--- src/rtl/condicionador_sensores_if.sv ---
`default_nettype none
// ============================================================================
// condicionador_sensores_if : switch-conditioning signal bundle
// Revision: 1.0
// ============================================================================
interface condicionador_sensores_if;
  logic [3:0] s_bruto;
  logic       limpar;
  logic [3:0] s_filtrado;
  logic       erro_inf;
  logic       erro_sup;
  logic       falha_inf;
  logic       falha_sup;
  logic       pronto;

  modport master (
    output s_bruto, limpar,
    input  s_filtrado, erro_inf, erro_sup, falha_inf, falha_sup, pronto
  );

  modport slave (
    input  s_bruto, limpar,
    output s_filtrado, erro_inf, erro_sup, falha_inf, falha_sup, pronto
  );
endinterface
`default_nettype wire

--- src/rtl/condicionador_sensores.sv ---
`default_nettype none
// ============================================================================
// condicionador_sensores : sync + debounce of four float switches, plausibility
// flags and sticky per-tank faults for the pump controller.
// Revision: 1.0
// ============================================================================
module condicionador_sensores #(
  parameter int N_DEB   = 8,
  parameter int N_FALHA = 16
) (
  input  logic clk,
  input  logic rst,
  condicionador_sensores_if.slave bus
);
  localparam logic [7:0] DEB_LAST   = 8'(N_DEB - 1);
  localparam logic [7:0] FALHA_MAX  = 8'(N_FALHA);
  localparam logic [7:0] START_LAST = 8'(N_DEB);

  logic [3:0]      sync1_q, sync2_q;
  logic [3:0]      filt_q, filt_d;
  logic [3:0][7:0] cnt_q, cnt_d;
  logic            erro_inf_q, erro_inf_d, erro_sup_q, erro_sup_d;
  logic [7:0]      fc_inf_q, fc_inf_d, fc_sup_q, fc_sup_d;
  logic            falha_inf_q, falha_inf_d, falha_sup_q, falha_sup_d;
  logic [7:0]      start_q, start_d;
  logic            armed_q, armed_d, pronto_q, pronto_d;

  always_comb begin
    filt_d = filt_q;
    cnt_d  = cnt_q;
    for (int i = 0; i < 4; i++) begin
      if (sync2_q[i] == filt_q[i]) begin
        cnt_d[i] = '0;
      end else if (cnt_q[i] == DEB_LAST) begin
        filt_d[i] = sync2_q[i];
        cnt_d[i]  = '0;
      end else begin
        cnt_d[i] = cnt_q[i] + 8'd1;
      end
    end

    erro_inf_d = ~filt_q[0] & filt_q[1];
    erro_sup_d = ~filt_q[2] & filt_q[3];

    // Fault counters saturate so a persisting error keeps re-asserting the set,
    // which is what lets set take priority over limpar.
    fc_inf_d = '0;
    if (erro_inf_q) fc_inf_d = (fc_inf_q == FALHA_MAX) ? fc_inf_q : fc_inf_q + 8'd1;
    fc_sup_d = '0;
    if (erro_sup_q) fc_sup_d = (fc_sup_q == FALHA_MAX) ? fc_sup_q : fc_sup_q + 8'd1;

    falha_inf_d = (erro_inf_q && fc_inf_d == FALHA_MAX) || (falha_inf_q && !bus.limpar);
    falha_sup_d = (erro_sup_q && fc_sup_d == FALHA_MAX) || (falha_sup_q && !bus.limpar);

    // armed adds one stage so pronto lands on edge N_DEB+2 without a 9-bit counter.
    start_d  = (start_q == START_LAST) ? start_q : start_q + 8'd1;
    armed_d  = armed_q | (start_q == START_LAST);
    pronto_d = pronto_q | armed_q;
  end

  always_ff @(posedge clk or posedge rst) begin
    if (rst) begin
      sync1_q     <= '0;
      sync2_q     <= '0;
      filt_q      <= '0;
      cnt_q       <= '0;
      erro_inf_q  <= 1'b0;
      erro_sup_q  <= 1'b0;
      fc_inf_q    <= '0;
      fc_sup_q    <= '0;
      falha_inf_q <= 1'b0;
      falha_sup_q <= 1'b0;
      start_q     <= '0;
      armed_q     <= 1'b0;
      pronto_q    <= 1'b0;
    end else begin
      sync1_q     <= bus.s_bruto;
      sync2_q     <= sync1_q;
      filt_q      <= filt_d;
      cnt_q       <= cnt_d;
      erro_inf_q  <= erro_inf_d;
      erro_sup_q  <= erro_sup_d;
      fc_inf_q    <= fc_inf_d;
      fc_sup_q    <= fc_sup_d;
      falha_inf_q <= falha_inf_d;
      falha_sup_q <= falha_sup_d;
      start_q     <= start_d;
      armed_q     <= armed_d;
      pronto_q    <= pronto_d;
    end
  end

  assign bus.s_filtrado = filt_q;
  assign bus.erro_inf   = erro_inf_q;
  assign bus.erro_sup   = erro_sup_q;
  assign bus.falha_inf  = falha_inf_q;
  assign bus.falha_sup  = falha_sup_q;
  assign bus.pronto     = pronto_q;
endmodule
`default_nettype wire

--- src/flat_wrapper.sv ---
// flat-port wrapper written by rule: the top's interface ports become plain ports
module condicionador_sensores_flat 
#(
  parameter int N_DEB   = 8,
  parameter int N_FALHA = 16
)
  (clk, rst, bus_s_bruto, bus_limpar, bus_s_filtrado, bus_erro_inf, bus_erro_sup, bus_falha_inf, bus_falha_sup, bus_pronto);
  condicionador_sensores_if bus_i ();
  input  logic clk;
  input  logic rst;
  input wire logic [$bits(bus_i.s_bruto)-1:0] bus_s_bruto;
  input wire logic [$bits(bus_i.limpar)-1:0] bus_limpar;
  output wire logic [$bits(bus_i.s_filtrado)-1:0] bus_s_filtrado;
  output wire logic [$bits(bus_i.erro_inf)-1:0] bus_erro_inf;
  output wire logic [$bits(bus_i.erro_sup)-1:0] bus_erro_sup;
  output wire logic [$bits(bus_i.falha_inf)-1:0] bus_falha_inf;
  output wire logic [$bits(bus_i.falha_sup)-1:0] bus_falha_sup;
  output wire logic [$bits(bus_i.pronto)-1:0] bus_pronto;
  assign bus_i.s_bruto = bus_s_bruto;
  assign bus_i.limpar = bus_limpar;
  assign bus_s_filtrado = bus_i.s_filtrado;
  assign bus_erro_inf = bus_i.erro_inf;
  assign bus_erro_sup = bus_i.erro_sup;
  assign bus_falha_inf = bus_i.falha_inf;
  assign bus_falha_sup = bus_i.falha_sup;
  assign bus_pronto = bus_i.pronto;
  condicionador_sensores #(.N_DEB(N_DEB), .N_FALHA(N_FALHA)) u_core (.clk(clk), .rst(rst), .bus(bus_i));
endmodule
--- config.mk ---
export PLATFORM = sky130hd
export DESIGN_NAME = condicionador_sensores_flat
export DESIGN_NICKNAME = d
export VERILOG_FILES = /design/src/rtl/condicionador_sensores_if.sv /design/src/rtl/condicionador_sensores.sv /design/src/flat_wrapper.sv
export SDC_FILE = /design/constraint.sdc
export NUM_CORES = 1
export LEC_CHECK = 0
export ABC_AREA = 1
export CELL_PAD_IN_SITES_DETAIL_PLACEMENT = 1
export CELL_PAD_IN_SITES_GLOBAL_PLACEMENT = 2
export CORE_MARGIN = 5
export CORE_UTILIZATION = 34
export DETAILED_ROUTE_END_ITERATION = 8
export GPL_ROUTABILITY_DRIVEN = 0
export PLACE_DENSITY = 0.76
export SYNTH_ARGS = -nofsm -noshare
export SYNTH_HDL_FRONTEND = slang
export SYNTH_SLANG_ARGS = --single-unit
--- constraint.sdc ---
create_clock -name clk -period 2.2 [get_ports clk]
set_input_delay 0.44 -clock clk [delete_from_list [all_inputs] [get_ports clk]]
set_output_delay 0.44 -clock clk [all_outputs]
set_load 0.005 [all_outputs]
**Yosys cells after proc, flatten, opt, wreduce, memory -nomap -nowiden**

Cells that the tools add are included.

- Add/sub/neg operators: 7
- Multiplexer cells: 12
- Eq/ne operators: 13
- Reductions and logical operators: 11
- Bitwise gates (word level): 10

Operators by type and width:

| cell | count |
|---|---|
| $mux 8 | 12 |
| $add 8x1->8 const B | 7 |
| $eq 8x3->1 const B | 4 |
| $eq 8x5->1 const B | 4 |
| $eq 8x4->1 const B | 1 |
| $reduce_and 2->1 | 4 |
| $not 1->1 | 6 |
| $eq 1x1->1 | 4 |
| $logic_and 1x1->1 | 4 |
| $and 1x1->1 | 2 |
| $logic_or 1x1->1 | 2 |
| $or 1x1->1 | 2 |
| $logic_not 1->1 | 1 |

- Input bits: 7
- Register bits after elaboration: 74
- Logic and storage cells: 72
- Output and inout port bits: 9

**Depth between registers and ports, before layout**

Gate-level depths: netlist of run 1.

- Word-level depth: 6
- Gate-level depth with buffers: 11
- Gate-level depth less buffers: 11

**Worst setup path before layout of run 1**

Ideal clock, no wire load.

- Path type: flip-flop to flip-flop
- Start: register u_core.fc_inf_q[0]
- End: register u_core.falha_inf_q (netlist: u_core.bus.falha_inf)
- Setup time: 0.116 ns
- Clock period less this slack: 1.300 ns
- Required time: 2.084 ns
- Setup slack: 0.900 ns
- Cell stages (with the launch flop): 12
- Buffers on the path: 0
- Data arrival time: 1.184 ns
- Path through: dfrtp_1 > inv_1 > ha_1 > nand2_1 > nor2_1 > nand2_1 > nand2_1 > nand3_1 > nand2_1 > nor2_1 > nand2_1 > nand2_1

- Word-level cells in the longest chain between the ends: 6
- Elaborated cells on any way between the ends: 7
- Those cells by class: 1 x add/sub; 2 x eq/ne; 2 x mux; 2 x reduce/logical

Ends and longest elaborated chain:

| element | RTL line | text |
|---|---|---|
| start: declaration | condicionador_sensores.sv:23 | `logic [7:0] fc_inf_q, fc_inf_d, fc_sup_q, fc_sup_d;` |
| start signal: assignment | condicionador_sensores.sv:83 | `fc_inf_q <= fc_inf_d;` |
| $add 8x1->8 / $eq 8x5->1 (equally long branches) | condicionador_sensores.sv:48 | `if (erro_inf_q) fc_inf_d = (fc_inf_q == FALHA_MAX) ? fc_inf_q : fc_inf_q + 8'd1;` |
| $mux 8 (*) (2 in series) | condicionador_sensores.sv:48 |  |
| $eq 8x5->1 (*) | condicionador_sensores.sv:52 | `falha_inf_d = (erro_inf_q && fc_inf_d == FALHA_MAX) \|\| (falha_inf_q && !bus.limpar);` |
| $logic_and 1x1->1 (*) | condicionador_sensores.sv:52 |  |
| $logic_or 1x1->1 (*) | condicionador_sensores.sv:52 |  |
| net u_core.falha_inf_d | condicionador_sensores.sv:24 | `logic falha_inf_q, falha_inf_d, falha_sup_q, falha_sup_d;` |
| end signal: assignment | condicionador_sensores.sv:85 | `falha_inf_q <= falha_inf_d;` |
| end: declaration | condicionador_sensores.sv:24 |  |

The timed path passes the listed nets; every way through them passes the cells marked *.
A chain may end at the register's enable or synchronous reset.

**Worst setup path after layout of run 1**

- Start: register u_core.erro_inf_q (netlist: u_core.bus.erro_inf)
- End: output bus_erro_inf

RTL lines:

| element | RTL line | text |
|---|---|---|
| start: declaration | condicionador_sensores.sv:22 | `logic erro_inf_q, erro_inf_d, erro_sup_q, erro_sup_d;` |
| start signal: assignment | condicionador_sensores.sv:81 | `erro_inf_q <= erro_inf_d;` |
| end: declaration | flat_wrapper.sv:14 | `output wire logic [$bits(bus_i.erro_inf)-1:0] bus_erro_inf;` |

No word-level cell between the ends.

==> flow_summary_export.csv, run 1 <==
group,metric,value,unit
critical_path,worstPathBufferInverterCount,1,
route,num_vias,2487,
layout,antenna_cells,0,
floorplanning,core_area,9820,um^2
floorplanning,floorplan.die.height,111,um
power_and_ir_drop,leakage,1.94,nW
flow_run,timing.max_cap.violations,0,
yosys,ys_seq_elements,74,
timing,max_clock_freq,537,MHz
layout,finish.instance_area,3930,um^2
yosys,mappedNetlistNets,408,
layout,final_layout_size_suffix_gt1_frac,0.0670,
layout,nNetsFinal,434,
floorplanning,die_area,12200,um^2
route,routed_via_density,4.51,
global_routing,global_route_total_overflow,0,
layout,area_grow_syn2layout,14.5,%
global_routing,maximum_number_of_pins_on_one_net_before_global_route_repair,38,
timing,setup_tns,0,ns
cts,cts-root-buf,"sky130_fd_sc_hd__clkbuf_8",
yosys,avg_cell_area_syn,8.79,um^2
yosys,netlist-cell-type-count,23,
cts,clkSinkCount,74,
cts,clkLatencyLatePin,0.34,ns
timing,worst_relative_slew_slack,0.636,
floorplanning,start_util,0.350,
critical_path,cp_max_delay_cell,"sky130_fd_sc_hd__clkdlybuf4s50_1",
route,route.antenna.remaining_nets,0,
yosys,number_of_flops_mapped_to_enable_cells_by_yosys,0,
cts,ctsHtreeMaxLevel,3,
global_routing,number_of_global_route_vias_before_repair,2582,
timing,timing.final.setup_violations,0,
floorplanning,io_pins,16,
placement,io_buffers,15,
route,final_wl,6590,um
power_and_ir_drop,fin_total_pwr,3.12,mW
cts,cts_tree,"built",
timing,period_needed,1.86,ns
timing,worst_hold_slack,0.345,ns
placement,dpl_cell_area,3790,um^2
route,drc,0,
critical_path,worst_ep_arrival_time,1.42,ns
cts,ctsHoldBuffers,0,
critical_path,critPathLaunchType,"flop",
route,drt-initial-drc-count,71,
power_and_ir_drop,ir_drop,0.371,mV
route,wl_per_instance,12.0,um
critical_path,path_type_of_the_worst_setup_path,"reg2out",
critical_path,dominant_delay_contributor_by_cell_family_on_the_critical_path,"buffers and inverters",
critical_path,crit_path_max_fanout,9,
floorplanning,die_x,111,um
yosys,synth_area,3440,um^2
critical_path,critical_path_cell_sequence,"clkdlybuf4s50_1",
placement,hpwl,5080,um
global_routing,grt.total_usage,0.116,
cts,numCtsBuffers,9,
critical_path,max_stage_delay,0.57,ns
status,status,"finished, final reports clean",
global_routing,first_pass_grt_wire_length,11600,um
critical_path,worstSetupEndpointType,"output port",
cts,clock_pin_slew_worst_setup_and_hold_paths,0.07,ns
timing,post-route-period-util,0.847,
timing,timing.final.max_slew_violations,0,
worst_hold_path,worstHoldPathType,"reg2reg",
cts,clock_path_buffers,2,
power_and_ir_drop,power.density_cell_area,793,nW/um^2
timing,finalHoldViolations,0,
yosys,syn-instance-count,391,
yosys,ys_dominant_reg_cell,"sky130_fd_sc_hd__dfrtp_1",
yosys,yosysSeqAreaShare,0.539,
yosys,async_flop_share,1.00,
cts,cts_repair_resize_count,0,
global_routing,antenna_found_initial,0,
route,drt-pass1-iter-count,3,
timing,rsz0062_at_grt,"false",
yosys,yosys_warnings,0,
timing,clock_skew,0.00705,ns
floorplanning,placementRows,36,
critical_path,worstPathRequired,1.76,ns
timing,timing_worst_slew_pin_value,0.543,ns
cts,post_cts.repair.setup_buffers,0,
[through the flow]
stage	std cells	setup WS [ns]	utilization
finish	551	0.337	0.401
global route	551	0.278	0.401
CTS	551	0.308	0.401
detailed placement	539	0.692	0.386
global placement	539	0.691	0.386
floorplan	391	0.900	-
[cells in the mapped netlist (9+ instances only)]
cell	count	area, um^2
sky130_fd_sc_hd__nor3b_1	11	82.6
sky130_fd_sc_hd__o21ai_0	14	70.1
sky130_fd_sc_hd__nor2_1	55	206
sky130_fd_sc_hd__dfrtp_1	74	1850
sky130_fd_sc_hd__a21oi_1	9	45.0
sky130_fd_sc_hd__ha_1	10	125
sky130_fd_sc_hd__inv_1	67	251
sky130_fd_sc_hd__nand2_1	71	267
sky130_fd_sc_hd__xor2_1	14	123
sky130_fd_sc_hd__nand3_1	31	155
[sequential cells by signal, summed over array words and instances, names as in the netlist]
name	flops
u_core.fc_inf_q	8
u_core.fc_sup_q	8
u_core.bus.falha_inf	1
u_core.bus.erro_sup	1
u_core.armed_q	1
u_core.sync1_q	4
u_core.start_q	8
u_core.bus.falha_sup	1
u_core.cnt_q	32
u_core.bus.pronto	1
u_core.bus.erro_inf	1
u_core.sync2_q	4
u_core.bus.s_filtrado	4
[power by group]
group / internal (mW) / total [mW] / switching, mW
clock network: 0.414 / 0.866 / 0.452
registers: 1.51 / 1.67 / 0.157
logic: 0.261 / 0.585 / 0.324
[worst paths after layout]
kind                                startpoint  slack (ns)                   end  cells past startpoint
min in group asynchronous                  rst        0.45     u_core.sync1_q[3]                      2
min                          u_core.sync1_q[3]        0.34     u_core.sync2_q[3]                      0
max in group asynchronous                  rst        1.24      u_core.cnt_q[14]                      3
max                        u_core.bus.erro_inf        0.34          bus_erro_inf                      1
max reg2reg                 u_core.fc_sup_q[0]        0.72  u_core.bus.falha_sup                     11
min reg2reg                  u_core.sync1_q[3]        0.34     u_core.sync2_q[3]                      0
[cell families (layout without fill, tap and decap cells)]
kind of cell    count (synthesis)  in the layout  share of synthesized area
simple gates                  193            193                      0.259
flops                          74             74                      0.539
buf+inv                        70             97                     0.0772
compound gates                 23             23                     0.0335
xor+xnor                       19             19                     0.0484
fa+ha+maj                      10             10                     0.0364
mux                             2              2                    0.00655
[cell usage in the layout (no fill, tap or decap)]
cell                              synthesis  final
sky130_fd_sc_hd__nand3b_1                 2      2
sky130_fd_sc_hd__nor2_1                  55     55
sky130_fd_sc_hd__nor2_2                   3      3
sky130_fd_sc_hd__dfrtp_1                 74     74
sky130_fd_sc_hd__xor2_1                  14     14
sky130_fd_sc_hd__mux2_2                   2      2
sky130_fd_sc_hd__clkinv_2                 0      1
sky130_fd_sc_hd__inv_1                   67     66
sky130_fd_sc_hd__ha_1                    10     10
sky130_fd_sc_hd__clkdlybuf4s50_1          0     15
sky130_fd_sc_hd__inv_2                    1      1
sky130_fd_sc_hd__o21ai_0                 14     14
sky130_fd_sc_hd__nand4_1                  5      5
sky130_fd_sc_hd__xnor2_1                  5      5
sky130_fd_sc_hd__nor3b_1                 11     11
sky130_fd_sc_hd__nor3_1                   5      5
sky130_fd_sc_hd__clkbuf_1                 0      1
sky130_fd_sc_hd__nand3_1                 31     31
sky130_fd_sc_hd__buf_12                   0      2
sky130_fd_sc_hd__nor3b_2                  1      1
sky130_fd_sc_hd__nor4_4                   1      1
sky130_fd_sc_hd__nand2_1                 71     71
sky130_fd_sc_hd__a21oi_1                  9      9
sky130_fd_sc_hd__clkbuf_8                 0     10
sky130_fd_sc_hd__or2_2                    5      5
sky130_fd_sc_hd__clkinvlp_4               0      1
sky130_fd_sc_hd__nor4_2                   1      1
sky130_fd_sc_hd__or2_1                    2      2
[layout make-up]
| class | instances | area (um^2) |
|---|---|---|
| flip-flops and latches | 74 | 1850 |
| clock buffers | 11 | 141 |
| multi-input cells | 247 | 1320 |
| well taps | 133 | 166 |
| inverters | 68 | 259 |
| fillers | 1176 | 5890 |
| repair buffers | 17 | 190 |
| clock inverters | 1 | 5.00 |
[per-layer routing]
metal / wire (um) / global-route usage / vias to the layer above
met5: 0 / 0 / -
met3: 131 / 0.0257 / 9
li1: - / - / 1259
met1: 3010 / 0.137 / 1204
met2: 3320 / 0.198 / 15
met4: 133 / 0.0542 / 0
Note: power is estimated with default switching activity, not from simulation.
==> run 2: changes to the inputs <==
clock period = 1.53 ns   (was 2.2 ns; I/O delays follow)
==> run 2 against run 1 <==
Net effect: first-iteration DRC count fell by 14%; die area did not move; critical path depth rose by 10; core utilization rose by 2.0 points.
==> flow_summary_export.csv, run 2 (synthesized netlist as in run 1, its figures left out) <==
group,metric,value,unit
status,status,"finished, final reports clean",
route,drc,0,
route,drt-pass1-iter-count,4,
critical_path,worstSetupEndpointType,"flop",
critical_path,path_type_of_the_worst_setup_path,"reg2reg",
layout,nNetsFinal,446,
critical_path,critical_path.reg2reg.startpoint,"u_core.fc_inf_q[0]",
critical_path,cp_max_delay_cell,"sky130_fd_sc_hd__dfrtp_2",
route,routed_via_density,4.49,
floorplanning,io_pins,16,
critical_path,reg2reg_depth,11,
critical_path,crit_path_max_fanout,4,
critical_path,critical-path-top-cell-by-count,"sky130_fd_sc_hd__nand2_1",
layout,utilization,0.421,
layout,layout_commonest_cell,"sky130_fd_sc_hd__dfrtp_1",
power_and_ir_drop,ir_drop,0.682,mV
floorplanning,floorplan.die.height,111,um
floorplanning,start_util,0.350,
global_routing,grt.total_usage,0.120,
power_and_ir_drop,pwr-share-seq,0.459,
global_routing,maximum_number_of_pins_on_one_net_before_global_route_repair,31,
cts,numCtsBuffers,9,
route,num_vias,2544,
timing,post-route-period-util,0.930,
placement,hpwl,5110,um
layout,final_layout_size_suffix_gt1_frac,0.145,
route,wl_per_instance,11.9,um
critical_path,critPathLaunchType,"flop",
cts,cts-root-buf,"sky130_fd_sc_hd__clkbuf_8",
critical_path,timing.rr.end,"u_core.bus.falha_inf",
global_routing,global_route_total_overflow,0,
power_and_ir_drop,leakage,2.07,nW
timing,timing.final.max_slew_violations,0,
timing,timing.final.setup_violations,0,
timing,timing_worst_slew_pin_value,0.434,ns
route,route.antenna.remaining_nets,0,
placement,io_buffers,15,
timing,clock_skew,0.0127,ns
layout,commonest_cells_after_routing_fill_and_taps_aside,"sky130_fd_sc_hd__dfrtp_1, sky130_fd_sc_hd__nand2_1, sky130_fd_sc_hd__inv_1",
placement,numPlacedInstances,546,
route,drt-initial-drc-count,61,
flow_run,timing.max_cap.violations,0,
timing,worst_relative_slew_slack,0.707,
timing,setup_tns,0,ns
timing,max_clock_freq,703,MHz
layout,post_layout_nonfiller_instances,567,
placement,dp_slack,0.0271,ns
critical_path,regToRegSetupSlack,0.11,ns
layout,flip_flop_count_of_the_largest_register_all_copies_and_words_added,32,
timing,rsz0062_at_grt,"true",
layout,area_grow_syn2layout,20.2,%
layout,antenna_cells,0,
route,final_wl,6760,um
power_and_ir_drop,netSwitchingFraction,0.296,
floorplanning,die_area,12200,um^2
critical_path,worst_ep_arrival_time,1.67,ns
power_and_ir_drop,clockPowerShare,0.327,
cts,clkSinkCount,74,
worst_hold_path,worstHoldPathType,"in2async",
power_and_ir_drop,pwr-share-comb,0.214,
critical_path,cp-startpoint,"u_core.fc_inf_q[0]",
critical_path,worstPathRequired,1.77,ns
global_routing,first_pass_grt_wire_length,12200,um
power_and_ir_drop,power.switching,1.51,mW
floorplanning,die_x,111,um
floorplanning,core_area,9820,um^2
power_and_ir_drop,power.density_cell_area,1230,nW/um^2
layout,registers.top_by_ff_count,"u_core.cnt_q",
floorplanning,placementRows,36,
global_routing,number_of_global_route_vias_before_repair,2706,
cts,cts_tree,"built",
cts,clock_pin_slew_worst_setup_and_hold_paths,0.08,ns
critical_path,critical_path_cell_sequence,"inv_2 > ha_2 > nand2_2 > nor2_4 > nand2_4 > nand2_2 > nand3_1 > nand2_1 > nor2_2 > nand2_1 > nand2_1",
power_and_ir_drop,power_report.internal_total,3.58,mW
cts,ctsHtreeMaxLevel,3,
cts,clkLatencyLatePin,0.35,ns
layout,filler_cell_count,1192,
timing,setup_ws,0.107,ns
global_routing,antenna_found_initial,0,
timing,finalHoldViolations,0,
cts,clock_path_buffers,2,
timing,period_needed,1.42,ns
critical_path,max_stage_delay,0.44,ns
[run 2: changes by cell type in the layout (fill, tap and decap cells not counted), sizes merged]
cell,change
clkinvlp,+2
clkinv,+2
clkdlybuf4s50,-9
bufinv,+2
dlygate4sd2,+9
clkbuf,-2
buf,+12
[run 2: critical path: cells and delay by family, from the launching register on]
family / cells / cell delay (ns)
simple gates: 9 / 0.65
flops: 1 / 0.44
fa+ha+maj: 1 / 0.17
buf+inv: 1 / 0.07
[run 2: metrics by stage]
stage,cell area (um^2),hold slack (ns),total power [mW]
6_report,4130,0.262,5.08
5_1_grt,4130,0.278,5.41
2_1_floorplan,3440,0.331,2.94
4_1_cts,4080,0.261,5.12
3_5_place_dp,3840,0.339,3.40
3_3_place_gp,3840,0.336,3.37
[run 2: area by class of cell]
| class | instances | area, um^2 | area share |
|---|---|---|---|
| clock inverters | 7 | 93.8 | 0.0227 |
| multi-input cells | 247 | 1370 | 0.331 |
| clock buffers | 9 | 124 | 0.0300 |
| well taps | 133 | 166 | 0.0403 |
| repair buffers | 29 | 269 | 0.0651 |
| flip-flops and latches | 74 | 1850 | 0.448 |
| inverters | 68 | 259 | 0.0627 |
[run 2: how the worst max path moves through the flow]
stage / slack [ns] / depth (start not counted) / end
after global routing: -0.003 / 11 / u_core.bus.falha_inf
after CTS: 0.03 / 11 / u_core.bus.falha_inf
after detailed placement: 0.03 / 11 / u_core.bus.falha_inf
after floorplan: 0.23 / 11 / u_core.bus.falha_inf
final: 0.11 / 11 / u_core.bus.falha_inf
after global placement: 0.05 / 11 / u_core.bus.falha_inf
[run 2: power by group through the flow]
stage	combinational [mW]	clock, mW	sequential, mW
floorplan	0.585	0	2.36
global placement	0.983	0	2.39
detailed placement	1.00	0	2.40
CTS	1.06	1.73	2.33
global route	1.23	1.81	2.37
finish	1.09	1.66	2.33
[run 2: timing repair]
item                                    in CTS  in global routing
resized for setup                           10                 20
hold buffers                                 0                  0
pin swaps                                    0                  4
setup buffers                                4                  1
endpoints found under the setup margin      10                  2
[run 2: per-layer routing]
layer | track usage | up-vias | wire length [um]
met2 | 0.206 | 17 | 3390
met1 | 0.143 | 1232 | 3100
met3 | 0.0241 | 10 | 138
li1 | - | 1285 | -
met4 | 0.0567 | 0 | 142
met5 | 0 | - | 0
